===== config.mk =====
export PLATFORM = sky130hd
export DESIGN_NAME = matmul_apb_slave_flat
export DESIGN_NICKNAME = d
export VERILOG_FILES = /design/src/rtl/matmul_pkg.sv /design/src/rtl/matmul_apb_slave_if.sv /design/src/rtl/matmul_operand_bank.sv /design/src/rtl/matmul_apb_slave.sv /design/src/flat_wrapper.sv
export SDC_FILE = /design/constraint.sdc
export NUM_CORES = 1
export LEC_CHECK = 0
export CORE_MARGIN = 3
export CORE_UTILIZATION = 46
export DETAILED_ROUTE_END_ITERATION = 10
export PLACE_DENSITY_LB_ADDON = 0.05
export SLEW_MARGIN = 20
export SYNTH_ARGS = -nofsm -noshare
export SYNTH_HDL_FRONTEND = slang
export SYNTH_SLANG_ARGS = --single-unit
export TNS_END_PERCENT = 20

===== constraint.sdc =====
create_clock -name clk_i -period 3.4 [get_ports clk_i]
set_input_delay 0.85 -clock clk_i [delete_from_list [all_inputs] [get_ports clk_i]]
set_output_delay 0.85 -clock clk_i [all_outputs]
set_load 0.01 [all_outputs]

===== src/rtl/matmul_pkg.sv =====
// Shared constants, register map and FSM encoding for the matmul APB slave.
package matmul_pkg;
   localparam int DATA_WIDTH = 8;
   localparam int BUS_WIDTH  = 32;
   localparam int MAX_DIM    = BUS_WIDTH / DATA_WIDTH;
   localparam int ADDR_WIDTH = 32;

   localparam logic [4:0] ADDR_CONTROL   = 5'h00;
   localparam logic [4:0] ADDR_OPERAND_A = 5'h04;
   localparam logic [4:0] ADDR_OPERAND_B = 5'h08;
   localparam logic [4:0] ADDR_FLAGS     = 5'h0C;
   localparam logic [4:0] ADDR_SP0       = 5'h10;
   localparam logic [4:0] ADDR_SP1       = 5'h14;
   localparam logic [4:0] ADDR_SP2       = 5'h18;
   localparam logic [4:0] ADDR_SP3       = 5'h1C;

   // start (bit 0) is self-clearing, so it is never stored
   localparam logic [15:0] CTRL_WMASK = 16'h3F3E;

   typedef enum logic [1:0] {
      IDLE,
      SETUP,
      ACCESS,
      SP_WAIT
   } apb_state_e;

   function automatic logic is_sp_region(input logic [4:0] region);
      return (region == ADDR_SP0) || (region == ADDR_SP1) ||
             (region == ADDR_SP2) || (region == ADDR_SP3);
   endfunction
endpackage


===== src/rtl/matmul_apb_slave_if.sv =====
// APB bus bundle between the host and the matmul register slave.
interface matmul_apb_slave_if #(
   parameter int ADDR_WIDTH = matmul_pkg::ADDR_WIDTH,
   parameter int BUS_WIDTH  = matmul_pkg::BUS_WIDTH,
   parameter int MAX_DIM    = matmul_pkg::MAX_DIM
);
   logic                  psel_i;
   logic                  penable_i;
   logic                  pwrite_i;
   logic [MAX_DIM-1:0]    pstrb_i;
   logic [ADDR_WIDTH-1:0] paddr_i;
   logic [BUS_WIDTH-1:0]  pwdata_i;
   logic [BUS_WIDTH-1:0]  prdata_o;
   logic                  pready_o;
   logic                  pslverr_o;

   modport slave (
      input  psel_i, penable_i, pwrite_i, pstrb_i, paddr_i, pwdata_i,
      output prdata_o, pready_o, pslverr_o
   );

   modport master (
      output psel_i, penable_i, pwrite_i, pstrb_i, paddr_i, pwdata_i,
      input  prdata_o, pready_o, pslverr_o
   );
endinterface


===== src/rtl/matmul_operand_bank.sv =====
// MAX_DIM operand rows, each written lane-by-lane under byte strobes.
module matmul_operand_bank #(
   parameter int DATA_WIDTH = 8,
   parameter int BUS_WIDTH  = 32,
   parameter int MAX_DIM    = 4
) (
   input  logic                         clk_i,
   input  logic                         rst_ni,
   input  logic                         we_i,
   input  logic [$clog2(MAX_DIM)-1:0]   line_i,
   input  logic [MAX_DIM-1:0]           strb_i,
   input  logic [BUS_WIDTH-1:0]         wdata_i,
   output logic [BUS_WIDTH*MAX_DIM-1:0] rows_o
);
   logic [BUS_WIDTH-1:0] row_q [MAX_DIM];

   always_ff @(posedge clk_i) begin
      if (!rst_ni) begin
         for (int r = 0; r < MAX_DIM; r++) row_q[r] <= '0;
      end else if (we_i) begin
         for (int l = 0; l < MAX_DIM; l++) begin
            if (strb_i[l])
               row_q[line_i][l*DATA_WIDTH +: DATA_WIDTH] <= wdata_i[l*DATA_WIDTH +: DATA_WIDTH];
         end
      end
   end

   for (genvar r = 0; r < MAX_DIM; r++) begin : g_rows
      assign rows_o[r*BUS_WIDTH +: BUS_WIDTH] = row_q[r];
   end
endmodule


===== src/rtl/matmul_apb_slave.sv =====
// APB register front-end of the matmul core: control, operands, flags, scratchpad reads.
//   state   | meaning
//   IDLE    | no transfer, waiting for a setup phase
//   SETUP   | address phase seen, waiting for penable
//   ACCESS  | pready_o cycle, transfer completes
//   SP_WAIT | scratchpad read issued, data returns next cycle
module matmul_apb_slave #(
   parameter int DATA_WIDTH = matmul_pkg::DATA_WIDTH,
   parameter int BUS_WIDTH  = matmul_pkg::BUS_WIDTH,
   parameter int MAX_DIM    = BUS_WIDTH / DATA_WIDTH,
   parameter int ADDR_WIDTH = matmul_pkg::ADDR_WIDTH
) (
   input  logic                           clk_i,
   input  logic                           rst_ni,
   matmul_apb_slave_if.slave              apb,
   output logic                           busy_o,
   output logic                           start_o,
   output logic [15:0]                    control_o,
   output logic [BUS_WIDTH*MAX_DIM-1:0]   operand_a_o,
   output logic [BUS_WIDTH*MAX_DIM-1:0]   operand_b_o,
   input  logic                           done_i,
   input  logic [BUS_WIDTH-1:0]           flags_i,
   output logic                           sp_rd_o,
   output logic [1:0]                     sp_sel_o,
   output logic [2*$clog2(MAX_DIM)-1:0]   sp_addr_o,
   input  logic [BUS_WIDTH-1:0]           sp_rdata_i
);
   import matmul_pkg::*;

   localparam int LINE_W = $clog2(MAX_DIM);
   localparam int SP_AW  = 2 * LINE_W;

   apb_state_e state_q, state_d;
   logic pready_q, pready_d, pslverr_q, rd_en_q, rd_en_d;
   logic start_req_q, start_q, busy_q, sp_rd_q;
   logic [4:0] rd_region_q;
   logic [LINE_W-1:0] rd_line_q;
   logic [15:0] ctrl_q;
   logic [1:0] sp_sel_q;
   logic [SP_AW-1:0] sp_addr_q;
   logic [BUS_WIDTH-1:0] prdata;

   logic [4:0] region;
   logic [LINE_W-1:0] line;
   logic acc_req, is_sp, xfer_err, sp_rd_req, wr_ok, ctrl_we;
   logic unused_addr;

   assign region      = {apb.paddr_i[4:2], 2'b00};
   assign line        = apb.paddr_i[5 +: LINE_W];
   assign unused_addr = ^apb.paddr_i;
   assign acc_req     = (state_q == SETUP) && apb.psel_i && apb.penable_i;
   assign is_sp       = is_sp_region(region);
   assign xfer_err    = (|apb.paddr_i[1:0]) ||
                        (apb.pwrite_i && (busy_q || region == ADDR_FLAGS || is_sp));
   assign sp_rd_req   = acc_req && !apb.pwrite_i && is_sp && !xfer_err;
   assign wr_ok       = acc_req && apb.pwrite_i && !xfer_err;
   assign ctrl_we     = wr_ok && (region == ADDR_CONTROL);

   always_comb begin
      state_d  = state_q;
      pready_d = 1'b0;
      case (state_q)
         IDLE:    if (apb.psel_i && !apb.penable_i) state_d = SETUP;
         SETUP: begin
            if (!apb.psel_i) begin
               state_d = IDLE;
            end else if (apb.penable_i) begin
               state_d  = sp_rd_req ? SP_WAIT : ACCESS;
               pready_d = !sp_rd_req;
            end
         end
         SP_WAIT: begin
            if (!apb.psel_i) begin
               state_d = IDLE;
            end else begin
               state_d  = ACCESS;
               pready_d = 1'b1;
            end
         end
         ACCESS:  state_d = IDLE;
         default: state_d = IDLE;
      endcase
      rd_en_d = pready_d && !apb.pwrite_i && !xfer_err;
   end

   always_ff @(posedge clk_i) begin
      if (!rst_ni) begin
         state_q     <= IDLE;
         pready_q    <= 1'b0;
         pslverr_q   <= 1'b0;
         rd_en_q     <= 1'b0;
         rd_region_q <= '0;
         rd_line_q   <= '0;
         start_req_q <= 1'b0;
         start_q     <= 1'b0;
         busy_q      <= 1'b0;
         ctrl_q      <= '0;
         sp_rd_q     <= 1'b0;
         sp_sel_q    <= '0;
         sp_addr_q   <= '0;
      end else begin
         state_q     <= state_d;
         pready_q    <= pready_d;
         rd_en_q     <= rd_en_d;
         rd_region_q <= region;
         rd_line_q   <= line;
         if (state_q == IDLE && state_d == SETUP) pslverr_q <= 1'b0;
         else if (state_q == SETUP && pready_d)   pslverr_q <= xfer_err;

         // scratchpad request is held only for its strobe cycle
         sp_rd_q   <= sp_rd_req;
         sp_sel_q  <= sp_rd_req ? apb.paddr_i[3:2] : 2'b00;
         sp_addr_q <= sp_rd_req ? apb.paddr_i[5 +: SP_AW] : '0;

         if (ctrl_we) begin
            for (int l = 0; l < 2; l++) begin
               if (apb.pstrb_i[l])
                  ctrl_q[l*8 +: 8] <= apb.pwdata_i[l*8 +: 8] & CTRL_WMASK[l*8 +: 8];
            end
         end
         start_req_q <= ctrl_we && apb.pstrb_i[0] && apb.pwdata_i[0];
         start_q     <= start_req_q;
         if (start_req_q)  busy_q <= 1'b1;
         else if (done_i)  busy_q <= 1'b0;
      end
   end

   always_comb begin
      prdata = '0;
      if (rd_en_q) begin
         if (rd_region_q == ADDR_CONTROL)        prdata = BUS_WIDTH'(ctrl_q);
         else if (rd_region_q == ADDR_OPERAND_A) prdata = operand_a_o[rd_line_q*BUS_WIDTH +: BUS_WIDTH];
         else if (rd_region_q == ADDR_OPERAND_B) prdata = operand_b_o[rd_line_q*BUS_WIDTH +: BUS_WIDTH];
         else if (rd_region_q == ADDR_FLAGS)     prdata = flags_i;
         else                                    prdata = sp_rdata_i;
      end
   end

   matmul_operand_bank #(.DATA_WIDTH(DATA_WIDTH), .BUS_WIDTH(BUS_WIDTH), .MAX_DIM(MAX_DIM)) u_bank_a (
      .clk_i   (clk_i),
      .rst_ni  (rst_ni),
      .we_i    (wr_ok && region == ADDR_OPERAND_A),
      .line_i  (line),
      .strb_i  (apb.pstrb_i),
      .wdata_i (apb.pwdata_i),
      .rows_o  (operand_a_o)
   );

   matmul_operand_bank #(.DATA_WIDTH(DATA_WIDTH), .BUS_WIDTH(BUS_WIDTH), .MAX_DIM(MAX_DIM)) u_bank_b (
      .clk_i   (clk_i),
      .rst_ni  (rst_ni),
      .we_i    (wr_ok && region == ADDR_OPERAND_B),
      .line_i  (line),
      .strb_i  (apb.pstrb_i),
      .wdata_i (apb.pwdata_i),
      .rows_o  (operand_b_o)
   );

   assign apb.prdata_o  = prdata;
   assign apb.pready_o  = pready_q;
   assign apb.pslverr_o = pslverr_q;
   assign busy_o        = busy_q;
   assign start_o       = start_q;
   assign control_o     = ctrl_q;
   assign sp_rd_o       = sp_rd_q;
   assign sp_sel_o      = sp_sel_q;
   assign sp_addr_o     = sp_addr_q;
endmodule


===== src/flat_wrapper.sv =====
// flat-port wrapper written by rule: the top's interface ports become plain ports
module matmul_apb_slave_flat import matmul_pkg::*;
#(
   parameter int DATA_WIDTH = matmul_pkg::DATA_WIDTH,
   parameter int BUS_WIDTH  = matmul_pkg::BUS_WIDTH,
   parameter int MAX_DIM    = BUS_WIDTH / DATA_WIDTH,
   parameter int ADDR_WIDTH = matmul_pkg::ADDR_WIDTH
)
  (clk_i, rst_ni, busy_o, start_o, control_o, operand_a_o, operand_b_o, done_i, flags_i, sp_rd_o, sp_sel_o, sp_addr_o, sp_rdata_i, apb_psel_i, apb_penable_i, apb_pwrite_i, apb_pstrb_i, apb_paddr_i, apb_pwdata_i, apb_prdata_o, apb_pready_o, apb_pslverr_o);
  matmul_apb_slave_if #(.ADDR_WIDTH(ADDR_WIDTH), .BUS_WIDTH(BUS_WIDTH), .MAX_DIM(MAX_DIM)) apb_i ();
  input  logic clk_i;
  input  logic rst_ni;
  output logic busy_o;
  output logic start_o;
  output logic [15:0] control_o;
  output logic [BUS_WIDTH*MAX_DIM-1:0] operand_a_o;
  output logic [BUS_WIDTH*MAX_DIM-1:0] operand_b_o;
  input  logic done_i;
  input  logic [BUS_WIDTH-1:0] flags_i;
  output logic sp_rd_o;
  output logic [1:0] sp_sel_o;
  output logic [2*$clog2(MAX_DIM)-1:0] sp_addr_o;
  input  logic [BUS_WIDTH-1:0] sp_rdata_i;
  input wire logic [$bits(apb_i.psel_i)-1:0] apb_psel_i;
  input wire logic [$bits(apb_i.penable_i)-1:0] apb_penable_i;
  input wire logic [$bits(apb_i.pwrite_i)-1:0] apb_pwrite_i;
  input wire logic [$bits(apb_i.pstrb_i)-1:0] apb_pstrb_i;
  input wire logic [$bits(apb_i.paddr_i)-1:0] apb_paddr_i;
  input wire logic [$bits(apb_i.pwdata_i)-1:0] apb_pwdata_i;
  output wire logic [$bits(apb_i.prdata_o)-1:0] apb_prdata_o;
  output wire logic [$bits(apb_i.pready_o)-1:0] apb_pready_o;
  output wire logic [$bits(apb_i.pslverr_o)-1:0] apb_pslverr_o;
  assign apb_i.psel_i = apb_psel_i;
  assign apb_i.penable_i = apb_penable_i;
  assign apb_i.pwrite_i = apb_pwrite_i;
  assign apb_i.pstrb_i = apb_pstrb_i;
  assign apb_i.paddr_i = apb_paddr_i;
  assign apb_i.pwdata_i = apb_pwdata_i;
  assign apb_prdata_o = apb_i.prdata_o;
  assign apb_pready_o = apb_i.pready_o;
  assign apb_pslverr_o = apb_i.pslverr_o;
  matmul_apb_slave #(.DATA_WIDTH(DATA_WIDTH), .BUS_WIDTH(BUS_WIDTH), .MAX_DIM(MAX_DIM), .ADDR_WIDTH(ADDR_WIDTH)) u_core (.clk_i(clk_i), .rst_ni(rst_ni), .apb(apb_i), .busy_o(busy_o), .start_o(start_o), .control_o(control_o), .operand_a_o(operand_a_o), .operand_b_o(operand_b_o), .done_i(done_i), .flags_i(flags_i), .sp_rd_o(sp_rd_o), .sp_sel_o(sp_sel_o), .sp_addr_o(sp_addr_o), .sp_rdata_i(sp_rdata_i));
endmodule

==> metrics.yaml <==
global_route:
  grt.overflow.total: 0
  grt_pass1_vias: 10800
  antenna_found_initial: 0
  grt_usage_pct: 29.4
  grt_pass1_wl_mm: 68.1
  grt_max_degree: 42
route:
  totalWireLength_mm: 47.5
  post-route-drc-count: 0
  wl_per_cell_um: 24.8
  ant_nets: 0
  drtIter0Drc: 977
  first_pass_iters: 6
  vias: 10700
  via_per_inst: 5.60
synth:
  syn_area_mm2: 0.0135
  synth_edf_count: 256
  yosysSeqAreaShare_pct: 61.5
  synthXorXnorAreaFrac_pct: 0
  netlist_top_cells_count: "edfxtp_1, and2_1, nand2_1"
  yosysTopAreaCellShare_pct: 57.0
  synthAdderAreaFrac_pct: 0
  synth.distinct_cells: 54
  yosys_warnings: 0
  syn_inst: 1017
  synth_seq_cells: 287
  synthTopCellsByArea: "edfxtp_1, mux4_2, and2_1"
  avgSynthCellArea_um2: 13.3
  synth.most_common_cell: "edfxtp_1"
  synth-compound-area-share_pct: 5.53
  synthMuxAreaShare_pct: 11.6
  synth_top_family_by_area: "simple AND/OR/NAND/NOR gates"
  yosys.area_share.simple_pct: 19.0
  ys_async_sr_fraction_pct: 0
  ys.flop_type: "edfxtp_1"
  synth.largest_area_cell: "edfxtp_1"
placement:
  placed_area_mm2: 0.0187
  port_buffers: 424
  dp_slack_ps: 203
  gp_congestion: 0.868
  hpwl_mm: 34.9
worst_setup_path:
  critPathMaxFanout: 12
  cp_slowest_stage_delay_ps: 560
  arrival_ps: 2550
  crit_buf_inv: 1
  cp_top_family: "compound AO/OA/AOI/OAI gates"
  endpoint_kind: "primary output"
  crit_path_top_delay_cell: "a2111oi_1"
  path_class: "reg -> out"
  path_cells: "mux2i_1 -> nor2_1 -> a2111oi_1 -> a211oi_1 -> clkdlybuf4s50_1"
  crit_path_start_kind: "register"
  crit_required_ps: 2550
run:
  cap_violations: 0
floorplan:
  die_y_um: 177
  initial_core_util_pct: 46.9
  die_area_mm2: 0.0314
  coreArea_mm2: 0.0288
  ios: 453
  die_w_um: 177
  rows: 62
power_and_ir_drop:
  swShare_pct: 22.0
  p_clk_share_pct: 41.4
  pwr-share-comb_pct: 10.5
  power.internal_mw: 6.47
  p_seq_share_pct: 48.1
  vdd_ir_drop_max_uv: 339
  pwr_density_cell_mw_per_mm2: 417
  p_sw_mw: 1.83
  leakagePower_nw: 7.72
status:
  violations: "setup timing"
  outcome: "finished with violations"
timing:
  setup_viol: 1
  skew_ps: 17.4
  finalHoldViolations: 0
  max_freq_ghz: 0.294
  fin_ws_ps: -0.160
  fin_crit_sh_pct: 100
  rsz0062_at_grt: "yes"
  max_slew.worst_pin.slew_ps: 752
  max-slew-margin-rel_pct: 49.5
  worst_hold_slack_ps: 465
  slew_violations: 0
  totalNegativeSetupSlack_ps: -0.160
  finalCriticalPeriod_ps: 3400
final_layout:
  diodes: 0
  design_area_mm2: 0.0199
  drive_gt1_share_pct: 14.6
  nNetsFinal: 1646
  area_growth_pct: 47.6
  final_core_util_pct: 69.2
clock_network:
  clk_path_buf_depth: 3
  cts_root_buf: "clkbuf_16"
  htreeDepth: 1
  cts_made_buffers: 30
  clk_latency_ps: 550
  hold_buffers: 0
  path_clk_slew_ps: 60
  cts.sinks: 287
  cts_tree: "done"
min_path:
  min_path_type: "reg -> reg"
[cells by family (layout without fill, tap and decap cells)]
| kind of cell | Yosys count | in the layout |
|---|---|---|
| DFF | 287 | 287 |
| other | 1 | 5 |
| buffers and inverters | 68 | 579 |
| muxes | 79 | 79 |
| and+or+nand+nor | 469 | 469 |
| AOI/OAI and AO/OA | 113 | 113 |
[cell type report]
class                      count  area [um2]
fill                        2099        8860
sequential                   287        8320
timing repair buffer         518        5120
multi-input combinational    666        4940
clock buffer                  44         855
tap                          384         480
clock inverter                12         180
inverter                       5        21.3
[sequential cells by signal, summed over array words and instances (netlist names), 2 cells and up]
signal                 count
u_core.sp_addr_o           4
u_core.u_bank_a.row_q    128
u_core.rd_region_q         3
u_core.u_bank_b.row_q    128
u_core.state_q             2
u_core.rd_line_q           2
u_core.sp_sel_o            2
u_core.control_o          11
[per-stage QoR]
step | power (mW) | std cells
final | 8.30 | 1916
after CTS | 8.33 | 1913
after global placement | 4.89 | 1851
after detailed placement | 4.90 | 1851
after global routing | 8.54 | 1916
after floorplan | 4.36 | 1021
[path summary, 6_finish.rpt]
path	startpoint	endpoint	slack, ps	cells after the start
worst max-delay path	u_core.rd_line_q[1]	apb_prdata_o[10]	-0.2	5
worst min-delay path	u_core.start_req_q	u_core.start_o	460	1
worst max register to register	u_core.busy_o	u_core.u_bank_a.row_q[2][2]	1220	5
worst min register to register	u_core.start_req_q	u_core.start_o	460	1
[metal layers]
layer	global-route usage, %	share of wire (%)	wire length, um	up-vias
li1	-	-	-	4757
met1	38.7	39	18600	5324
met2	49.6	49	23200	570
met3	6.76	9.6	4570	74
met4	7.46	2.4	1130	0
met5	0	0	0	-
[power by group through the flow]
stage	Clock (mW)	Combinational (mW)	Sequential, mW
global placement	0	0.831	4.06
floorplan	0	0.283	4.08
finish	3.44	0.870	3.99
detailed placement	0	0.838	4.06
global route	3.63	0.918	4.00
CTS	3.48	0.863	3.99
[placed cells by master, fill, tap and decap left out, types with 3 or more instances in the layout]
cell type | netlist | final
edfxtp_1 | 256 | 256
dlymetal6s2s_1 | 0 | 13
and3_1 | 6 | 6
inv_1 | 4 | 4
nand3_1 | 17 | 17
nor2_2 | 1 | 3
mux4_2 | 62 | 62
conb_1 | 1 | 5
nand2b_1 | 10 | 10
and2_1 | 219 | 219
clkinv_1 | 1 | 4
nor2b_1 | 4 | 3
bufinv_16 | 0 | 5
nand4_1 | 5 | 5
nor2_1 | 79 | 77
clkbuf_1 | 39 | 10
buf_6 | 0 | 3
mux2i_1 | 17 | 17
nor3_4 | 3 | 3
clkbuf_8 | 0 | 3
a21o_1 | 9 | 9
buf_4 | 9 | 81
a31oi_1 | 21 | 21
dlygate4sd2_1 | 0 | 11
dfxtp_1 | 31 | 27
nand2_1 | 95 | 95
clkinv_2 | 0 | 3
nor3_1 | 9 | 9
o21ai_0 | 33 | 33
o221ai_1 | 21 | 19
buf_12 | 0 | 8
a21oi_1 | 13 | 12
clkdlybuf4s50_1 | 0 | 399
clkbuf_16 | 0 | 31
[repair_timing]
action / in CTS / in global routing
endpoints found under the setup margin: 32 / 21
cloned: 1 / 0
setup buffers: 5 / 3
gates resized for setup: 30 / 17
Power figures use the tool's default switching activity.
